===== config.mk =====
export PLATFORM = sky130hd
export DESIGN_NAME = hdmi_period_scheduler
export DESIGN_NICKNAME = d
export VERILOG_FILES = /design/src/rtl/hdmi_pkg.sv /design/src/rtl/hdmi_delay_line.sv /design/src/rtl/hdmi_period_scheduler.sv
export SDC_FILE = /design/constraint.sdc
export NUM_CORES = 1
export LEC_CHECK = 0
export CORE_MARGIN = 2
export CORE_UTILIZATION = 60
export DETAILED_ROUTE_END_ITERATION = 10
export DONT_BUFFER_PORTS = 1
export PLACE_DENSITY = 0.87
export SETUP_SLACK_MARGIN = 0.2
export SLEW_MARGIN = 30
export SYNTH_ARGS = -nofsm -noshare
export SYNTH_HDL_FRONTEND = slang
export SYNTH_SLANG_ARGS = --single-unit

===== constraint.sdc =====
create_clock -name clk -period 4.65 [get_ports clk]
set_input_delay 0.2325 -clock clk [delete_from_list [all_inputs] [get_ports clk]]
set_output_delay 0.2325 -clock clk [all_outputs]
set_load 0.1 [all_outputs]

===== src/rtl/hdmi_pkg.sv =====
// rtl/hdmi_pkg.sv - shared guard words, preamble control codes and scheduler state encoding
package hdmi_pkg;

    localparam logic [9:0] GUARD_CH0 = 10'b1011001100;
    localparam logic [9:0] GUARD_CH1 = 10'b0100110011;
    localparam logic [9:0] GUARD_CH2 = 10'b1011001100;

    // {CTL3, CTL2, CTL1, CTL0}
    localparam logic [3:0] CTL_PRE_VIDEO = 4'b0001;
    localparam logic [3:0] CTL_PRE_DATA  = 4'b0101;

    typedef enum logic [1:0] {
        ST_CTRL     = 2'd0,
        ST_PREAMBLE = 2'd1,
        ST_GUARD    = 2'd2,
        ST_VIDEO    = 2'd3
    } sched_state_e;

endpackage


===== src/rtl/hdmi_delay_line.sv =====
// rtl/hdmi_delay_line.sv - enabled shift register of DEPTH stages with async clear
module hdmi_delay_line #(
    parameter int DEPTH = 10,
    parameter int WIDTH = 27
) (
    input  logic             clk,
    input  logic             reset_n,
    input  logic             en,
    input  logic [WIDTH-1:0] din,
    output logic [WIDTH-1:0] dout
);

    logic [DEPTH-1:0][WIDTH-1:0] stage_q;
    logic [DEPTH-1:0][WIDTH-1:0] stage_d;

    always_comb begin
        stage_d = stage_q;
        if (en) begin
            stage_d[0] = din;
            for (int i = 1; i < DEPTH; i++) begin
                stage_d[i] = stage_q[i-1];
            end
        end
    end

    always_ff @(posedge clk or negedge reset_n) begin
        if (!reset_n) begin
            stage_q <= '0;
        end else begin
            stage_q <= stage_d;
        end
    end

    assign dout = stage_q[DEPTH-1];

endmodule


===== src/rtl/hdmi_period_scheduler.sv =====
// rtl/hdmi_period_scheduler.sv - places video preamble and guard band ahead of each delayed active run
module hdmi_period_scheduler
    import hdmi_pkg::*;
#(
    parameter int PREAMBLE_LEN = 8,
    parameter int GUARD_LEN    = 2,
    parameter int LEAD         = PREAMBLE_LEN + GUARD_LEN,
    parameter int MIN_BLANK    = 12,
    parameter int DVI_MODE     = 0
) (
    input  logic        clk,
    input  logic        reset_n,
    input  logic        pixel_stb,
    input  logic        de_in,
    input  logic        hsync_in,
    input  logic        vsync_in,
    input  logic [23:0] rgb_in,
    input  logic        err_clr,
    output logic        window,
    output logic [7:0]  d0,
    output logic [7:0]  d1,
    output logic [7:0]  d2,
    output logic        ch0_c0,
    output logic        ch0_c1,
    output logic        ch1_c0,
    output logic        ch1_c1,
    output logic        ch2_c0,
    output logic        ch2_c1,
    output logic        vid_guard,
    output logic        short_blank_err
);

    logic [26:0]  tail;
    sched_state_e state_q, state_d;
    logic [3:0]   slot_cnt_q, slot_cnt_d;
    logic [3:0]   blank_cnt_q, blank_cnt_d;
    logic         de_prev_q, de_prev_d;
    logic         err_q, err_d;
    logic         window_q, window_d;
    logic         guard_q, guard_d;
    logic [3:0]   ctl_q, ctl_d;
    logic [1:0]   sync_q, sync_d;
    logic [23:0]  rgb_q, rgb_d;
    logic         rise, err_set;

    // The tail sample is registered once more below, giving LEAD slots of total delay.
    hdmi_delay_line #(
        .DEPTH(LEAD),
        .WIDTH(27)
    ) u_delay (
        .clk    (clk),
        .reset_n(reset_n),
        .en     (pixel_stb),
        .din    ({de_in, vsync_in, hsync_in, rgb_in}),
        .dout   (tail)
    );

    assign rise = de_in & ~de_prev_q;

    always_comb begin
        state_d     = state_q;
        slot_cnt_d  = slot_cnt_q;
        blank_cnt_d = blank_cnt_q;
        de_prev_d   = de_prev_q;
        window_d    = window_q;
        guard_d     = guard_q;
        ctl_d       = ctl_q;
        sync_d      = sync_q;
        rgb_d       = rgb_q;
        err_set     = 1'b0;
        if (pixel_stb) begin
            de_prev_d   = de_in;
            blank_cnt_d = de_in ? 4'd0 : ((blank_cnt_q == 4'd15) ? 4'd15 : blank_cnt_q + 4'd1);
            unique case (state_q)
                ST_CTRL: begin
                    if (rise && DVI_MODE == 0) begin
                        if (int'(blank_cnt_q) >= MIN_BLANK) begin
                            state_d    = ST_PREAMBLE;
                            slot_cnt_d = 4'd0;
                        end else begin
                            err_set = 1'b1;
                        end
                    end
                end
                ST_PREAMBLE: begin
                    err_set = rise;
                    if (slot_cnt_q == 4'(PREAMBLE_LEN - 1)) begin
                        state_d    = ST_GUARD;
                        slot_cnt_d = 4'd0;
                    end else begin
                        slot_cnt_d = slot_cnt_q + 4'd1;
                    end
                end
                ST_GUARD: begin
                    err_set = rise;
                    if (slot_cnt_q == 4'(GUARD_LEN - 1)) begin
                        state_d    = ST_VIDEO;
                        slot_cnt_d = 4'd0;
                    end else begin
                        slot_cnt_d = slot_cnt_q + 4'd1;
                    end
                end
                ST_VIDEO: begin
                    err_set = rise;
                    if (!tail[26]) begin
                        state_d = ST_CTRL;
                    end
                end
                default: state_d = ST_CTRL;
            endcase
            // Outputs follow the next state so the rise edge already shows preamble.
            window_d = tail[26] & (state_d != ST_GUARD);
            guard_d  = (state_d == ST_GUARD);
            ctl_d    = (state_d == ST_PREAMBLE) ? CTL_PRE_VIDEO : 4'b0000;
            sync_d   = tail[25:24];
            rgb_d    = tail[23:0];
        end
        err_d = err_set | (err_q & ~err_clr);
    end

    always_ff @(posedge clk or negedge reset_n) begin
        if (!reset_n) begin
            state_q     <= ST_CTRL;
            slot_cnt_q  <= '0;
            blank_cnt_q <= '0;
            de_prev_q   <= 1'b0;
            err_q       <= 1'b0;
            window_q    <= 1'b0;
            guard_q     <= 1'b0;
            ctl_q       <= '0;
            sync_q      <= '0;
            rgb_q       <= '0;
        end else begin
            state_q     <= state_d;
            slot_cnt_q  <= slot_cnt_d;
            blank_cnt_q <= blank_cnt_d;
            de_prev_q   <= de_prev_d;
            err_q       <= err_d;
            window_q    <= window_d;
            guard_q     <= guard_d;
            ctl_q       <= ctl_d;
            sync_q      <= sync_d;
            rgb_q       <= rgb_d;
        end
    end

    assign window          = window_q;
    assign vid_guard       = guard_q;
    assign {ch2_c1, ch2_c0, ch1_c1, ch1_c0} = ctl_q;
    assign {ch0_c1, ch0_c0} = sync_q;
    assign {d2, d1, d0}    = rgb_q;
    assign short_blank_err = err_q;

endmodule


==> flow_summary_export.csv <==
group,metric,value,unit
setup_path,end_kind,"flip-flop",
layout,nets,923,
sta,period_needed,2630,ps
synthesis,synth_edf_count,0,
clock_network,cts_tree,"done",
clock_network,clockBufferDepth,3,
synthesis,synthSimpleGateAreaFrac,1.24,%
sta,layout_setup_ws,2020,ps
global_routing,grt_max_degree,311,
run_status,status,"finished with violations",
synthesis,ys_ff_latch,310,
setup_path,cp_data_arrival_time,3070,ps
layout,antenna_cells,0,
drt,drt_pass1_iterations,4,
placement,pre_cts_slack,2810,ps
synthesis,synthMuxAreaShare,28.5,%
synthesis,async_reset_ff_share,100,%
clock_network,post_cts_resize_count,0,
global_routing,grt_pass1_wl,37900,um
clock_network,holdBufCountCts,168,
placement,io_buffers,0,
layout,fillCellCount,1093,
layout,finish.utilization,75.8,%
placement,dp.final_hpwl,10100,um
clock_network,cts_inserted_buffers,29,
synthesis,synthesis.area,11800,um2
drt,dr.first_iter.drc_count,427,
placement,place.gp.congestion,0.806,
synthesis,yosysWarnings,0,
die,core_area,19400,um2
global_routing,grt_pass1_vias,7183,
pwr,power,9.44,mW
clock_network,clk_pin_slew_worst_paths,60,ps
synthesis,syn-mean-instance-area,16.4,um2
clock_network,clkLatencyLatePin,550,ps
global_routing,grt_use_met1,31.0,%
synthesis,synthXorXnorAreaFrac,0,%
drt,routedWlPerCell,19.6,um
global_routing,grt_util_all_layers,23.0,%
synthesis,synth_cell_types,39,
sta,rsz0062_at_grt,"false",
die,num_rows,51,
clock_network,htree_levels,1,
die,die_height,144,um
sta,relSlewSlack,38.3,%
run_status,violations,"negative hold slack",
drt,ant_nets,0,
sta,tightest_slew,925,ps
min_path,holdCritPathClass,"primary input to asynchronous set/reset pin",
pwr,p_leak,6.42,nW
clock_network,cts_setup_buffers,0,
pwr,power_density,642,nW/um2
clock_network,clock_tree.root_cell,"clkbuf_16",
die,start_util,60.9,%
clock_network,clock-sinks,310,
sta,min_period_over_period,56.6,%
die,dieArea,20800,um2
sta,maxSlewViolCount,0,
pwr,ir_worst_vdd,0.000354,V
setup_path,critPathMaxFanout,6,
drt,drc,0,
sta,fmax,0.380,GHz
die,pin_count,64,
sta,finalSetupViolations,0,
sta,hold_ws,-621,ps
synthesis,yosysSeqAreaShare,65.6,%
global_routing,grt-ovfl-total,0,
drt,drt-total-wl,22900,um
sta,finalHoldViolations,310,
drt,viasPerCell,5.55,
layout,layout-drive-gt1-share,32.3,%
synthesis,syn-instance-count,721,
setup_path,start_kind,"flip-flop",
sta,fin_setup_tns,0,ps
global_routing,antenna_found_initial,0,
setup_path,cp_data_required_time,5080,ps
layout,syn_to_final_growth,24.5,%
flow_run,drv_cap,0,
global_routing,met2_usage,37.4,%
setup_path,criticalPathCategory,"flip-flop to flip-flop",
sta,fin_skew,10.2,ps
global_routing,grtUsageMet3,4.01,%
global_routing,top_usage_layer,"met2",
synthesis,synth_fa_ha_area_share,0.847,%
synthesis,synth_compound_area_share,1.78,%
drt,vias,6503,
synthesis,synth_top_family_by_area,"multiplexers",
die,die_w,144,um
synthesis,ys.flop_type,"dfrtp_1",
==> sequential cells by signal (all words and copies together) (netlist names), 2 cells and up <==
name,count
u_delay.dout,27
blank_cnt_q,4
sync_q,2
u_delay.stage_q,242
rgb_q,24
state_q,2
slot_cnt_q,4
==> final timing paths <==
check	start	end	slack (ps)	cells past startpoint
max reg2reg	state_q[1]$_DFFE_PN0P_	vid_guard$_DFFE_PN0P_	2020	7
min	reset_n	u_delay.stage_q[14]$_DFFE_PN0P_	-620	0
max in group asynchronous	reset_n	u_delay.stage_q[205]$_DFFE_PN0P_	4660	0
max	state_q[1]$_DFFE_PN0P_	vid_guard$_DFFE_PN0P_	2020	7
min reg2reg	u_delay.dout[2]$_DFFE_PN0P_	u_delay.dout[2]$_DFFE_PN0P_	490	1
min in group clk	de_in	slot_cnt_q[0]$_DFFE_PN0P_	170	4
==> synthesized netlist by cell type, types with 2 or more instances <==
master,count,area share (%)
nand2b_1,2,0.11
mux2_2,237,23
inv_1,10,0.32
mux2_1,61,5.8
o21ai_0,2,0.085
nand3_1,4,0.17
o211ai_1,2,0.13
nor2_1,2,0.064
buf_4,3,0.19
o2111ai_1,2,0.15
nor2b_1,2,0.11
buf_2,34,1.4
a31o_2,2,0.15
ha_1,8,0.85
nand2_1,7,0.22
o21ai_1,3,0.13
dfrtp_1,310,66
a31oi_1,2,0.11
a21oi_1,8,0.34
==> per-layer routing <==
layer,vias to the layer above,share of wire (%),wire length (um)
met5,-,0,0
met4,0,3.5,813
met3,66,4.1,942
met2,179,48,11000
met1,3382,44,10100
li1,2876,-,-
==> through the flow <==
step	hold slack (ps)	area (um2)	instances
floorplan	-63.1	11800	723
global placement	-54.9	12000	950
global route	-641	14700	1171
CTS	-627	14700	1171
finish	-621	14700	1171
detailed placement	-51.7	12000	950
==> cells in the final DEF, fill, tap and decap left out, types with 3 or more instances in the layout <==
cell type        n
o21ai_1          3
conb_1           3
a21oi_1          8
mux2_2         237
inv_1           10
ha_1             8
clkbuf_8         8
clkbuf_1         3
nand2_1          7
clkbuf_16       29
bufinv_16        5
nand3_1          4
clkinv_2         4
mux2_1          61
dfrtp_1        310
dlygate4sd3_1  167
==> kinds of logic after synthesis <==
| logic type | count (synthesis) |
|---|---|
| AO/OA/AOI/OAI | 30 |
| adder cells (fa/ha/maj) | 8 |
| buffers and inverters | 48 |
| flip-flops | 310 |
| multiplexers | 299 |
| other | 1 |
| AND/OR/NAND/NOR | 25 |
==> critical path: stages, from the launching register on <==
cell and delay (ps):
dfrtp_1 450, inv_1 130, ha_1 290, and4b_1 280, o21ai_0 400, nand2_1 180
a31o_1 250, dlygate4sd3_1 550
==> where the power goes <==
group | switching, mW | leakage (nW) | internal [mW]
registers | 1.52 | 3.70 | 3.56
logic | 0.579 | 2.21 | 1.20
clock network | 1.03 | 0.514 | 1.55
total | 3.13 | 6.42 | 6.31
==> layout make-up <==
class	count	area (um2)	area share, %
Clock inverter	13	203	1.38
Inverter	10	37.5	0.255
Multi-Input combinational cell	365	3830	26.1
Timing Repair Buffer	168	1700	11.6
Sequential cell	310	7760	52.7
Clock buffer	40	847	5.76
Tap cell	265	332	2.25
Note: power is estimated with default switching activity, not from simulation.
